$ cat src/rtl/painel_pkg.sv
// Shared types and defaults for the panel receiver: row count, default geometry
// and the 5-bit column word.
package painel_pkg;
  localparam int NROW     = 5;
  localparam int NCOL_DEF = 16;
  localparam int DIV_DEF  = 1000;

  typedef logic [NROW-1:0] col_t;

  // Counter width that stays at least one bit for degenerate sizes of 1.
  function automatic int cnt_w(input int n);
    return (n > 1) ? $clog2(n) : 1;
  endfunction
endpackage

$ cat src/rtl/painel_receptor_varredura_colunas.sv
// Column scanner: prescales clk by DIV, steps the active column index and
// registers the one-hot active-low column select.
module varredura_colunas
  import painel_pkg::*;
#(
  parameter int NCOL = NCOL_DEF,
  parameter int DIV  = DIV_DEF,
  localparam int CW  = cnt_w(NCOL),
  localparam int PW  = cnt_w(DIV)
) (
  input  logic            clk,
  input  logic            rst_n,
  output logic [CW-1:0]   scan_col,
  output logic [NCOL-1:0] col_n
);
  logic [PW-1:0]   pre_cnt_q, pre_cnt_d;
  logic [CW-1:0]   scan_col_q, scan_col_d;
  logic [NCOL-1:0] col_n_q, col_n_d;

  always_comb begin
    pre_cnt_d  = pre_cnt_q + PW'(1);
    scan_col_d = scan_col_q;
    if (pre_cnt_q == PW'(DIV - 1)) begin
      pre_cnt_d  = '0;
      scan_col_d = (scan_col_q == CW'(NCOL - 1)) ? '0 : scan_col_q + CW'(1);
    end
  end

  for (genvar gi = 0; gi < NCOL; gi++) begin : g_decode
    assign col_n_d[gi] = (scan_col_q != CW'(gi));
  end

  always_ff @(posedge clk or negedge rst_n) begin
    if (!rst_n) begin
      pre_cnt_q  <= '0;
      scan_col_q <= '0;
      col_n_q    <= '1;
    end else begin
      pre_cnt_q  <= pre_cnt_d;
      scan_col_q <= scan_col_d;
      col_n_q    <= col_n_d;
    end
  end

  assign scan_col = scan_col_q;
  assign col_n    = col_n_q;
endmodule

$ cat src/rtl/painel_receptor.sv
// Panel receiver: assembles serial row columns into a frame, commits complete
// frames atomically to the display buffer and drives the scanned LED matrix.
module painel_receptor
  import painel_pkg::*;
#(
  parameter int NCOL = NCOL_DEF,
  parameter int DIV  = DIV_DEF
) (
  input  logic            clk,
  input  logic            rst_n,
  input  logic [NROW-1:0] inRU,
  input  logic            valid,
  input  logic            sync,
  output logic            frame_done,
  output logic [NCOL-1:0] col_n,
  output logic [NROW-1:0] row
);
  localparam int CW = cnt_w(NCOL);

  col_t cap_q [NCOL];
  col_t cap_d [NCOL];
  col_t shifted [NCOL];
  col_t disp_q [NCOL];
  col_t disp_d [NCOL];
  logic [CW-1:0] cap_cnt_q, cap_cnt_d;
  logic [CW-1:0] scan_col;
  logic          commit;
  logic          frame_done_q;
  col_t          row_q, row_d;

  // Capture shift: new column enters at the right, older ones move toward 0.
  for (genvar gi = 0; gi < NCOL - 1; gi++) begin : g_shift
    assign shifted[gi] = cap_q[gi+1];
  end
  assign shifted[NCOL-1] = inRU;

  always_comb begin
    commit    = valid && (cap_cnt_q == CW'(NCOL - 1)) && (!sync || (NCOL == 1));
    cap_d     = cap_q;
    disp_d    = disp_q;
    cap_cnt_d = cap_cnt_q;
    if (valid) cap_d = shifted;
    if (commit) begin
      disp_d    = shifted;
      cap_cnt_d = '0;
    end else if (sync) begin
      cap_cnt_d = valid ? CW'(1) : '0;
    end else if (valid) begin
      cap_cnt_d = cap_cnt_q + CW'(1);
    end
    row_d = disp_q[scan_col];
  end

  always_ff @(posedge clk or negedge rst_n) begin
    if (!rst_n) begin
      for (int i = 0; i < NCOL; i++) begin
        cap_q[i]  <= '0;
        disp_q[i] <= '0;
      end
      cap_cnt_q    <= '0;
      frame_done_q <= 1'b0;
      row_q        <= '0;
    end else begin
      cap_q        <= cap_d;
      disp_q       <= disp_d;
      cap_cnt_q    <= cap_cnt_d;
      frame_done_q <= commit;
      row_q        <= row_d;
    end
  end

  varredura_colunas #(.NCOL(NCOL), .DIV(DIV)) u_varredura (
    .clk      (clk),
    .rst_n    (rst_n),
    .scan_col (scan_col),
    .col_n    (col_n)
  );

  assign frame_done = frame_done_q;
  assign row        = row_q;
endmodule

$ cat config.mk
export PLATFORM = sky130hd
export DESIGN_NAME = painel_receptor
export DESIGN_NICKNAME = d
export VERILOG_FILES = /design/src/rtl/painel_pkg.sv /design/src/rtl/painel_receptor_varredura_colunas.sv /design/src/rtl/painel_receptor.sv
export SDC_FILE = /design/constraint.sdc
export NUM_CORES = 1
export LEC_CHECK = 0
export BUFFER_PORTS_ARGS = -buffer_cell sky130_fd_sc_hd__buf_2
export CELL_PAD_IN_SITES_DETAIL_PLACEMENT = 1
export CELL_PAD_IN_SITES_GLOBAL_PLACEMENT = 1
export CORE_ASPECT_RATIO = 1.25
export CORE_MARGIN = 3
export CORE_UTILIZATION = 42
export DETAILED_ROUTE_END_ITERATION = 6
export PLACE_DENSITY = 0.65
export SLEW_MARGIN = 0
export SYNTH_ARGS = -nofsm -noshare
export SYNTH_HDL_FRONTEND = slang
export SYNTH_HIERARCHICAL = 1
export SYNTH_SLANG_ARGS = --single-unit
$ cat constraint.sdc
create_clock -name clk -period 4.48 [get_ports clk]
set_input_delay 0 -clock clk [delete_from_list [all_inputs] [get_ports clk]]
set_output_delay 0 -clock clk [all_outputs]
set_load 0.03 [all_outputs]
==> qor.yml <==
status: "finished clean"
cp.arrival_ns: 2.68
cts_buffers: 17
holdWs_ns: 0.216
grt_pass1_wl_mm: 25.0
synth_warnings: 6
hold_class: "in2async"
cts_resized: 0
setup_tns_ns: 0
layout_common_cells: "dfrtp_1 (179), mux2_2 (151), buf_2 (28)"
detail-route-antenna-nets: 0
cts_root_buf: "clkbuf_16"
die_height_um: 160
synth_area_per_cell_um2: 15.6
period_share_pct: 52.6
path_clk_slew_ns: 0.07
fill_cells: 1784
area_delta_synth_final_pct: 12.6
drtIter0Drc: 176
vias: 4227
htreeDepth: 4
ctsHoldBuffers: 7
p_leak_nw: 4.04
path_buf_inv: 1
grt_pass1_vias: 4779
wl_per_cell_um: 18.4
worst_path_largest_cell_delay_ns: 0.80
synthCells: 512
synth_seq_cells: 195
synth_nets: 527
diodes: 0
rsz0062_at_grt: "false"
worstSetupPathType: "reg2reg"
coreArea_um2: 18400
period_needed_ns: 2.36
ios: 31
grtUsageMet1_pct: 19.2
layout_commonest_cell: "dfrtp_1"
drive_gt1_share_pct: 45.8
busiest_layer: "met2"
netlist_area_um2: 7970
critPathLaunchType: "flip-flop"
worst_setup_path_end_kind: "flip-flop"
met3_usage_pct: 3.41
cts_tree: "yes"
final_nets: 564
power_per_cell_area_nw_per_um2: 455
drcViolationCount: 0
rows: 55
tightest_slew_ns: 1.07
cp_slowest_cell: "buf_4"
die-area_um2: 20700
worst-path-max-fanout: 81
clock_skew_ns: 0.0106
grt_overflow: 0
clk_latency_ns: 0.43
finalHoldViolCount: 0
viasPerCell: 5.36
setup_viol: 0
grt_use_met2_pct: 25.9
start_util_pct: 43.4
ys_types: 39
report.final.slew_viol_count: 0
postCtsSetupRepairBufs: 0
ys_seq_area_share_pct: 61.5
drt-total-wl_mm: 14.5
required_ns: 4.80
io_buffers: 30
grt_use_total_pct: 15.3
path_cells: "ha_1 -> nand4_1 -> nor2_4 -> buf_4 -> mux2_2"
cts.sinks: 195
relSlewSlack_pct: 28.5
cap_violations: 0
die_w_um: 129
clockBufferDepth: 2
antenna_found_initial: 0
firstDrtPassIters: 4
place_hpwl_mm: 9.11
grt_max_degree: 100
critPathTopFamily: "buffers and inverters"
clock.fmax_ghz: 0.424
ir_drop_v: 0.000259
gp_congestion: 0.739
-- metrics by stage --
| step | utilization [%] | power [mW] | std cells | worst slack [ns] | instance area, um2 |
|---|---|---|---|---|---|
| final | 48.9 | 4.08 | 789 | 2.12 | 8980 |
| after global routing | 48.9 | 4.29 | 789 | 1.93 | 8980 |
| after CTS | 48.9 | 4.14 | 789 | 2.08 | 8980 |
| after detailed placement | 45.2 | 2.57 | 751 | 2.09 | 8300 |
| after global placement | 45.2 | 2.52 | 751 | 2.14 | 8300 |
| after floorplan | - | 2.41 | 512 | 2.83 | 7970 |
-- layer usage --
layer / share of wire, % / wire length [um]
met3: 2.6 / 373
met5: 0 / 0
met1: 44 / 6340
met4: 1.7 / 253
met2: 52 / 7550
-- state kept, by name (all words and copies together), names as in the netlist --
name,flops
disp_q,80
u_varredura/pre_cnt_q,10
frame_done,1
cap_q,75
u_varredura/scan_col,4
cap_cnt_q,4
u_varredura/col_n,16
row,5
-- layout make-up --
type | instances | area (um2) | area share [%]
Timing Repair Buffer | 43 | 277 | 3.08
Sequential cell | 195 | 4900 | 54.6
Tap cell | 228 | 285 | 3.18
Inverter | 5 | 18.8 | 0.209
Clock buffer | 19 | 453 | 5.05
Multi-Input combinational cell | 287 | 2890 | 32.2
Clock inverter | 12 | 155 | 1.73
-- worst reg2reg max path: stages, from the launching register on --
cell     delay (ns)
dfrtp_1        0.42
ha_1           0.27
nand4_1        0.17
nor2_4         0.10
buf_4          0.80
mux2_2         0.48
-- synthesized netlist by cell type, drive strengths merged --
cell / count / area share, %
a21oi: 3 / 0.19
a221o: 1 / 0.13
a22oi: 5 / 0.47
a31oi: 2 / 0.16
a41oi: 1 / 0.11
and2: 1 / 0.079
buf: 21 / 1.9
clkbuf: 4 / 0.19
dfrtp: 179 / 56
dfstp: 16 / 5.3
ha: 6 / 0.94
inv: 5 / 0.24
mux2: 157 / 22
mux4: 20 / 5.6
nand2: 23 / 1.1
nand2b: 2 / 0.16
nand3: 25 / 1.6
nand4: 3 / 0.24
nand4bb: 1 / 0.14
nor2: 7 / 0.42
nor2b: 4 / 0.31
nor3: 4 / 0.39
nor4: 1 / 0.079
o211ai: 4 / 0.38
o21a: 1 / 0.094
o21ai: 4 / 0.25
o32ai: 1 / 0.11
o41ai: 1 / 0.11
or3: 3 / 0.24
or3b: 1 / 0.11
or4: 1 / 0.094
xnor2: 1 / 0.11
xor2: 4 / 0.44
-- path summary, 6_finish.rpt --
check / startpoint / slack (ns) / depth (start not counted) / to
min in group clk: inRU[0] / 0.35 / 3 / disp_q[0]
worst min-delay path: rst_n / 0.22 / 2 / disp_q[73]
worst max register to register: cap_cnt_q[0] / 2.12 / 5 / disp_q[4]
worst min register to register: u_varredura/pre_cnt_q[0] / 0.46 / 1 / u_varredura/pre_cnt_q[0]
max in group asynchronous: rst_n / 3.08 / 3 / cap_q[52]
worst max-delay path: cap_cnt_q[0] / 2.12 / 5 / disp_q[4]
-- report_power, final --
group / internal, mW / switching, mW / leakage (nW)
Combinational: 0.211 / 0.116 / 1.25
Clock: 0.906 / 0.653 / 0.295
Sequential: 2.02 / 0.180 / 2.50
Total: 3.13 / 0.949 / 4.04
-- cells by family after synthesis --
family / Yosys count / synth area share, %
AO/OA/AOI/OAI: 23 / 1.99
XOR/XNOR: 5 / 0.549
buffers and inverters: 30 / 2.32
flip-flops: 195 / 61.5
adder cells (fa/ha/maj): 6 / 0.942
AND/OR/NAND/NOR: 76 / 4.91
multiplexers: 177 / 27.8
Note: power is estimated with default switching activity, not from simulation.
